`src/rtl/hex_display_driver_if.sv`:
```
// Bundles the producer-side controls and the display-side outputs of hex_display_driver.
// The producer (CPU register block or bench) uses master; the driver uses slave.
interface hex_display_driver_if #(
  parameter int NUM_DIGITS = 6
);
  logic                      load;
  logic [4*NUM_DIGITS-1:0]   hexval;
  logic [NUM_DIGITS-1:0]     blink_mask;
  logic                      blank_lz;
  logic                      enable;
  logic [7*NUM_DIGITS-1:0]   segments;
  logic                      blink_phase;
  logic                      valid;

  modport master (
    output load, hexval, blink_mask, blank_lz, enable,
    input  segments, blink_phase, valid
  );

  modport slave (
    input  load, hexval, blink_mask, blank_lz, enable,
    output segments, blink_phase, valid
  );
endinterface

```
`src/rtl/hex_display_driver.sv`:
```
// Seven-segment driver: latched hex value, per-digit blinking and leading-zero
// blanking, with a registered segment output.
module hex_display_driver #(
  parameter int NUM_DIGITS = 6,
  parameter int BLINK_DIV  = 25000000,
  parameter bit ACTIVE_LOW = 1'b1
) (
  input  logic                 i_clk,
  input  logic                 i_rst,
  hex_display_driver_if.slave  bus
);
  localparam int         CW    = (BLINK_DIV > 2) ? $clog2(BLINK_DIV) : 1;
  localparam logic [6:0] BLANK = ACTIVE_LOW ? 7'h7F : 7'h00;

  logic [4*NUM_DIGITS-1:0] r_value;
  logic                    r_valid;
  logic [CW-1:0]           r_count;
  logic                    r_phase;
  logic [7*NUM_DIGITS-1:0] r_segments;
  logic [7*NUM_DIGITS-1:0] w_seg_next;

  function automatic logic [6:0] glyph(input logic [3:0] n);
    case (n)
      4'h0: glyph = 7'h3F;  4'h1: glyph = 7'h06;
      4'h2: glyph = 7'h5B;  4'h3: glyph = 7'h4F;
      4'h4: glyph = 7'h66;  4'h5: glyph = 7'h6D;
      4'h6: glyph = 7'h7D;  4'h7: glyph = 7'h07;
      4'h8: glyph = 7'h7F;  4'h9: glyph = 7'h6F;
      4'hA: glyph = 7'h77;  4'hB: glyph = 7'h7C;
      4'hC: glyph = 7'h39;  4'hD: glyph = 7'h5E;
      4'hE: glyph = 7'h79;  default: glyph = 7'h71;
    endcase
  endfunction

  generate
    for (genvar gi = 0; gi < NUM_DIGITS; gi++) begin : g_digit
      logic       w_lz;
      logic       w_blank;
      logic [6:0] w_glyph;

      // A digit is a leading zero when it and every more significant nibble are zero.
      if (gi == 0) begin : g_first
        assign w_lz = 1'b0;
      end else begin : g_upper
        assign w_lz = bus.blank_lz && (r_value[4*NUM_DIGITS-1:4*gi] == '0);
      end

      assign w_blank = !r_valid || !bus.enable ||
                       (bus.blink_mask[gi] && !r_phase) || w_lz;
      assign w_glyph = ACTIVE_LOW ? ~glyph(r_value[4*gi +: 4]) : glyph(r_value[4*gi +: 4]);
      assign w_seg_next[7*gi +: 7] = w_blank ? BLANK : w_glyph;
    end
  endgenerate

  always_ff @(posedge i_clk or posedge i_rst) begin
    if (i_rst) begin
      r_value    <= '0;
      r_valid    <= 1'b0;
      r_count    <= '0;
      r_phase    <= 1'b1;
      r_segments <= {NUM_DIGITS{BLANK}};
    end else begin
      if (bus.load) begin
        r_value <= bus.hexval;
        r_valid <= 1'b1;
      end
      if (r_count == CW'(BLINK_DIV - 1)) begin
        r_count <= '0;
        r_phase <= ~r_phase;
      end else begin
        r_count <= r_count + 1'b1;
      end
      r_segments <= w_seg_next;
    end
  end

  assign bus.segments    = r_segments;
  assign bus.blink_phase = r_phase;
  assign bus.valid       = r_valid;
endmodule

```
`src/flat_wrapper.sv`:
```
// flat-port wrapper written by rule: the top's interface ports become plain ports
module hex_display_driver_flat 
#(
  parameter int NUM_DIGITS = 6,
  parameter int BLINK_DIV  = 25000000,
  parameter bit ACTIVE_LOW = 1'b1
)
  (i_clk, i_rst, bus_load, bus_hexval, bus_blink_mask, bus_blank_lz, bus_enable, bus_segments, bus_blink_phase, bus_valid);
  hex_display_driver_if #(.NUM_DIGITS(NUM_DIGITS)) bus_i ();
  input  logic i_clk;
  input  logic i_rst;
  input wire logic [$bits(bus_i.load)-1:0] bus_load;
  input wire logic [$bits(bus_i.hexval)-1:0] bus_hexval;
  input wire logic [$bits(bus_i.blink_mask)-1:0] bus_blink_mask;
  input wire logic [$bits(bus_i.blank_lz)-1:0] bus_blank_lz;
  input wire logic [$bits(bus_i.enable)-1:0] bus_enable;
  output wire logic [$bits(bus_i.segments)-1:0] bus_segments;
  output wire logic [$bits(bus_i.blink_phase)-1:0] bus_blink_phase;
  output wire logic [$bits(bus_i.valid)-1:0] bus_valid;
  assign bus_i.load = bus_load;
  assign bus_i.hexval = bus_hexval;
  assign bus_i.blink_mask = bus_blink_mask;
  assign bus_i.blank_lz = bus_blank_lz;
  assign bus_i.enable = bus_enable;
  assign bus_segments = bus_i.segments;
  assign bus_blink_phase = bus_i.blink_phase;
  assign bus_valid = bus_i.valid;
  hex_display_driver #(.NUM_DIGITS(NUM_DIGITS), .BLINK_DIV(BLINK_DIV), .ACTIVE_LOW(ACTIVE_LOW)) u_core (.i_clk(i_clk), .i_rst(i_rst), .bus(bus_i));
endmodule
```
`config.mk`:
```
export PLATFORM = sky130hd
export DESIGN_NAME = hex_display_driver_flat
export DESIGN_NICKNAME = d
export VERILOG_FILES = /design/src/rtl/hex_display_driver_if.sv /design/src/rtl/hex_display_driver.sv /design/src/flat_wrapper.sv
export SDC_FILE = /design/constraint.sdc
export NUM_CORES = 1
export LEC_CHECK = 0
export BUFFER_PORTS_ARGS = -buffer_cell sky130_fd_sc_hd__buf_2
export CORE_MARGIN = 2
export CORE_UTILIZATION = 45
export DETAILED_ROUTE_END_ITERATION = 10
export GPL_TIMING_DRIVEN = 0
export PLACE_DENSITY = 0.66
export SLEW_MARGIN = 20
export SYNTH_ARGS = -nofsm -noshare
export SYNTH_HDL_FRONTEND = slang
export SYNTH_SLANG_ARGS = --single-unit
```
`constraint.sdc`:
```
create_clock -name i_clk -period 3.65 [get_ports i_clk]
set_input_delay 0.9125 -clock i_clk [delete_from_list [all_inputs] [get_ports i_clk]]
set_output_delay 0.9125 -clock i_clk [all_outputs]
set_load 0.02 [all_outputs]
```
* After elaboration in Yosys (flattened, before gate mapping)
Memory sizes are Yosys's and may differ from the RTL's. Index checks and enable logic that the tools add are counted.
Storage, ports and cells: bits of input ports 35, memories 6, register bits after elaboration 93, memory bits (read-only) 672, output and inout port bits 44, logic and storage cells 58
Operators by class: reduce and logical (&&, ||, !) cells 31, eq/ne operators 1, muxes and demuxes 7, $add $sub $neg 1, bitwise operators 7
Memory list:
- (name not given) | words 16, width 7, read ports 1, clocked after memory_dff 0, write ports 0, line hex_display_driver.sv:23 | case (n)
- (name not given) | words 16, width 7, read ports 1, clocked after memory_dff 0, write ports 0, line hex_display_driver.sv:23
- (name not given) | words 16, width 7, read ports 1, clocked after memory_dff 0, write ports 0, line hex_display_driver.sv:23
- (name not given) | words 16, width 7, read ports 1, clocked after memory_dff 0, write ports 0, line hex_display_driver.sv:23
- (name not given) | words 16, width 7, read ports 1, clocked after memory_dff 0, write ports 0, line hex_display_driver.sv:23
- (name not given) | words 16, width 7, read ports 1, clocked after memory_dff 0, write ports 0, line hex_display_driver.sv:23
Operators with widths (number):
- $mux W7 | 6
- $not A7 Y7 | 6
- $add A25 B1 Y25 const B | 1
- $eq A25 B25 Y1 const B | 1
- $mux W25 | 1
- $logic_not A20 Y1 | 1
- $logic_not A16 Y1 | 1
- $logic_not A12 Y1 | 1
- $logic_or A1 B1 Y1 | 12
- $logic_and A1 B1 Y1 | 11
- $logic_not A8 Y1 | 1
- $logic_not A4 Y1 | 1
- $logic_not A1 Y1 | 3
- $not A1 Y1 | 1

* Longest topological paths before layout
depth in word-level cells 5, depth in mapped cells 7, mapped depth without buffers 6

* Least setup slack after synthesis
OpenSTA, ideal clock, no wires.
path type reg2reg, start point register u_core.r_value[16], end point register u_core.r_segments[18], in the netlist u_core.bus.segments[18], path buffers 0, setup slack 1.670 ns, required time 3.539 ns, arrival 1.869 ns, stages on the path, launching flop included 7, setup time 0.111 ns, period minus slack after synthesis 1.980 ns, cells stage by stage dfrtp_1 -> inv_1 -> ha_1 -> or3b_2 -> nor4_1 -> a211oi_1 -> o311ai_0
Between the ends: longest elaborated chain between the ends 4
RTL lines:
- start: declaration | line hex_display_driver.sv:15 | logic [4*NUM_DIGITS-1:0] r_value;
- start signal: assignment | line hex_display_driver.sv:64 | r_value <= bus.hexval;
- $logic_not A16 Y1 | line hex_display_driver.sv:45 | assign w_lz = bus.blank_lz && (r_value[4*NUM_DIGITS-1:4*gi] == '0);
- $logic_and A1 B1 Y1 | line hex_display_driver.sv:45
- $logic_or A1 B1 Y1 | line hex_display_driver.sv:49 | (bus.blink_mask[gi] && !r_phase) || w_lz;
- $mux W7 | line hex_display_driver.sv:51 | assign w_seg_next[7*gi +: 7] = w_blank ? BLANK : w_glyph;
- via u_core.w_seg_next[18] | line hex_display_driver.sv:20 | logic [7*NUM_DIGITS-1:0] w_seg_next;
- end signal: assignment | line hex_display_driver.sv:61 | r_segments <= {NUM_DIGITS{BLANK}};
- end signal: assignment | line hex_display_driver.sv:73 | r_segments <= w_seg_next;
- end: declaration | line hex_display_driver.sv:19 | logic [7*NUM_DIGITS-1:0] r_segments;
The timed path passes the listed nets, and every way through them passes these cells. A chain may end at the register's enable or synchronous reset.

* Worst setup path in the final report
Ends and elaborated chain as after synthesis.

==> flow_metrics.py <==
metrics = {
    "run_status": {
        "outcome": "complete, no violations",
    },
    "synth": {
        "synth_top_family_by_area": "simple AND/OR/NAND/NOR gates",
        "yosys.area.top_type_share": 0.253,
        "async_flop_share": 1.00,
        "synthAdderAreaFrac": 0.0936,
        "synth_enable_flop_cells": 0,
        "synth_largest_area_cell": "dfrtp_1",
        "yosysSeqAreaShare": 0.481,
        "synth_seq_cells": 93,
        "synth_xor_area_frac": 0.0230,
        "synth_warnings": 0,
        "synthMuxAreaShare": 0.0508,
        "synth_cells": 474,
        "synthDistinctLibCells": 43,
        "syn_avg_cell_area_um2": 10.4,
        "synth_ff_type": "dfrtp_1",
        "synth_nets": 546,
        "synth.area.top_cells": "dfrtp_1 25%, dfstp_2 23%, ha_1 9.4%",
        "synthSimpleGateAreaFrac": 0.179,
        "synth_compound_area_frac": 0.141,
        "syn_area_mm2": 0.00495,
    },
    "drt": {
        "final_antenna_net_count": 0,
        "drt_first_pass_iters": 4,
        "via_per_inst": 5.30,
        "num_vias": 3752,
        "drt-initial-drc-count": 119,
        "drc_errors": 0,
        "routed_wl_mm": 10.4,
        "wl_per_cell_um": 14.7,
    },
    "placement": {
        "place_congestion": 0.851,
        "port_buffers": 77,
        "dp_worst_setup_slack_ns": 1.08,
        "dpl.hpwl_mm": 7.69,
    },
    "cts": {
        "cts.path.max_buffers": 2,
        "numClockSinks": 93,
        "cts_htree_levels": 3,
        "cts_resized": 0,
        "cts_buffers": 9,
        "root_buffer": "clkbuf_8",
        "cts_tree": "yes",
        "postCtsSetupBuffers": 0,
        "clk_latency_ns": 0.37,
        "cts.hold.buffers_added": 0,
        "clk_pin_slew_ns": 0.08,
    },
    "sta": {
        "hold_viol": 0,
        "fin_crit_sh": 0.655,
        "max_freq_mhz": 419,
        "fin_worst_skew_ns": 0.0119,
        "finalSetupViolCount": 0,
        "rsz0062_at_grt": "false",
        "slew_viol_final": 0,
        "setup_ws_ns": 1.26,
        "worstMarginPinSlew_ns": 0.891,
        "min_period_ns": 2.39,
        "slew_headroom": 0.401,
    },
    "grt": {
        "grt_pass1_wl_mm": 16.9,
        "grt.total_usage": 0.185,
        "grt.overflow.total": 0,
        "grt_pass1_vias": 3500,
        "antenna_found_initial": 0,
        "grt_max_degree": 49,
    },
    "power_and_ir_drop": {
        "p_leak_nw": 2.39,
        "ir_drop_v": 0.000247,
        "power.density_mw_per_mm2": 404,
    },
    "worst_setup_path": {
        "crit_chain": "inv_1 -> ha_1 -> or3b_2 -> nor4_1 -> a211oi_1 -> o311ai_0",
        "crit_type": "reg2reg",
        "critical_path_arrival_ns": 2.62,
        "cp.required_ns": 3.89,
        "worst_path_max_delay_cell": "nor4_1",
        "cp_num_buf_inv": 1,
        "critPathTopFamily": "simple AND/OR/NAND/NOR gates",
        "start_kind": "register",
        "max_stage_delay_ns": 0.52,
        "setup.worst_path.end_class": "register",
        "cp_max_fo": 7,
    },
    "floorplanning": {
        "rows": 38,
        "ios": 79,
        "start_util": 0.458,
        "die_width_um": 109,
        "die_h_um": 109,
        "core_mm2": 0.0108,
        "dieArea_mm2": 0.0119,
    },
    "final_layout": {
        "post-route-util": 0.534,
        "fillers": 963,
        "area_growth_pct": 16.5,
        "antenna_cells": 0,
        "final_nets": 635,
        "drive_above_1_share": 0.301,
    },
    "flow_run": {
        "cap_violations": 0,
    },
    "worst_hold_path": {
        "worstHoldPathType": "reg2reg",
    },
}
==> sequential cells by signal, summed over array words and instances (netlist names) <==
register                count
u_core.bus.segments        42
u_core.r_count             25
u_core.r_value             24
u_core.bus.blink_phase      1
u_core.bus.valid            1
==> Yosys cell counts (all sizes together), types with 7 or more instances <==
cell type and count:
nand2 55, dfrtp 50, dfstp 43, ha 37, o211ai 35, o21ai 26
nand3 23, clkbuf 20, inv 19, mux2 17, a21oi 15, nor2b 15
nand2b 12, nor2 10, o21a 10, o311ai 10, nand4 8, xnor2 8
nor3 7
==> report_power, final <==
group / internal, mW / switching, mW / leakage [nW]
Clock: 0.406 / 0.364 / 0.106
Sequential: 1.12 / 0.0485 / 1.08
Combinational: 0.158 / 0.238 / 1.21
==> cell type report <==
class	instances	area, um2	area share
Multi-Input combinational cell	340	2410	0.418
Sequential cell	93	2380	0.413
Tap cell	140	175	0.0304
Inverter	19	73.8	0.0128
Buffer	22	86.3	0.0150
Timing Repair Buffer	78	413	0.0716
Clock buffer	11	141	0.0245
Clock inverter	5	83.8	0.0145
==> worst reg2reg max path, cell delays in order, from the launching register on <==
cell      delay, ns
dfrtp_1        0.42
inv_1          0.17
ha_1           0.20
or3b_2         0.50
nor4_1         0.52
a211oi_1       0.26
o311ai_0       0.20
==> routing by layer <==
layer,global-route usage,vias to the layer above,part of all wire
met5,0,-,0
met1,0.255,1802,0.47
met3,0.0389,13,0.044
met2,0.282,75,0.47
li1,-,1862,-
met4,0.0797,0,0.017
==> path summary, 6_finish.rpt <==
check,start,end,slack [ns],cells past startpoint
worst max-delay path,u_core.r_value[16],u_core.bus.segments[18],1.26,6
worst min-delay path,u_core.r_count[20],u_core.r_count[20],0.50,1
worst max register to register,u_core.r_value[16],u_core.bus.segments[18],1.26,6
worst min register to register,u_core.r_count[20],u_core.r_count[20],0.50,1
max in group asynchronous,i_rst,u_core.bus.segments[11],2.35,3
min in group asynchronous,i_rst,u_core.r_count[16],0.61,2
==> kinds of logic (layout without fill, tap and decap cells) <==
group / Yosys count / count (layout)
buffers and inverters: 41 / 135
flip-flops: 93 / 93
XOR/XNOR: 13 / 13
multiplexers: 23 / 23
AO/OA/AOI/OAI: 104 / 104
AND/OR/NAND/NOR: 163 / 163
adder cells (fa/ha/maj): 37 / 37
==> cell usage in the layout (no fill, tap or decap), drive strengths merged, types with 5 or more instances in the layout <==
| master | n |
|---|---|
| o21ai | 26 |
| dfrtp | 50 |
| nand4 | 8 |
| or3 | 6 |
| xnor2 | 8 |
| xor2 | 5 |
| nand2b | 12 |
| nor2b | 15 |
| buf | 80 |
| mux2 | 17 |
| o211ai | 35 |
| ha | 37 |
| mux2i | 6 |
| nand3b | 6 |
| nor2 | 10 |
| nand2 | 55 |
| o311ai | 10 |
| clkbuf | 31 |
| nand3 | 23 |
| dfstp | 43 |
| a21oi | 15 |
| nor3 | 7 |
| inv | 19 |
| o21a | 10 |
==> through the flow <==
stage / hold WS (ns) / instances / setup TNS (ns) / area (um2) / total power [mW]
finish: 0.498 / 708 / 0 / 5760 / 2.33
global route: 0.538 / 708 / 0 / 5760 / 2.45
CTS: 0.502 / 708 / 0 / 5760 / 2.35
detailed placement: 0.480 / 692 / 0 / 5540 / 1.58
global placement: 0.476 / 691 / -30.96 / 5510 / 1.57
floorplan: 0.453 / 474 / 0 / 4950 / 1.46
(Power assumes the default switching activity.)
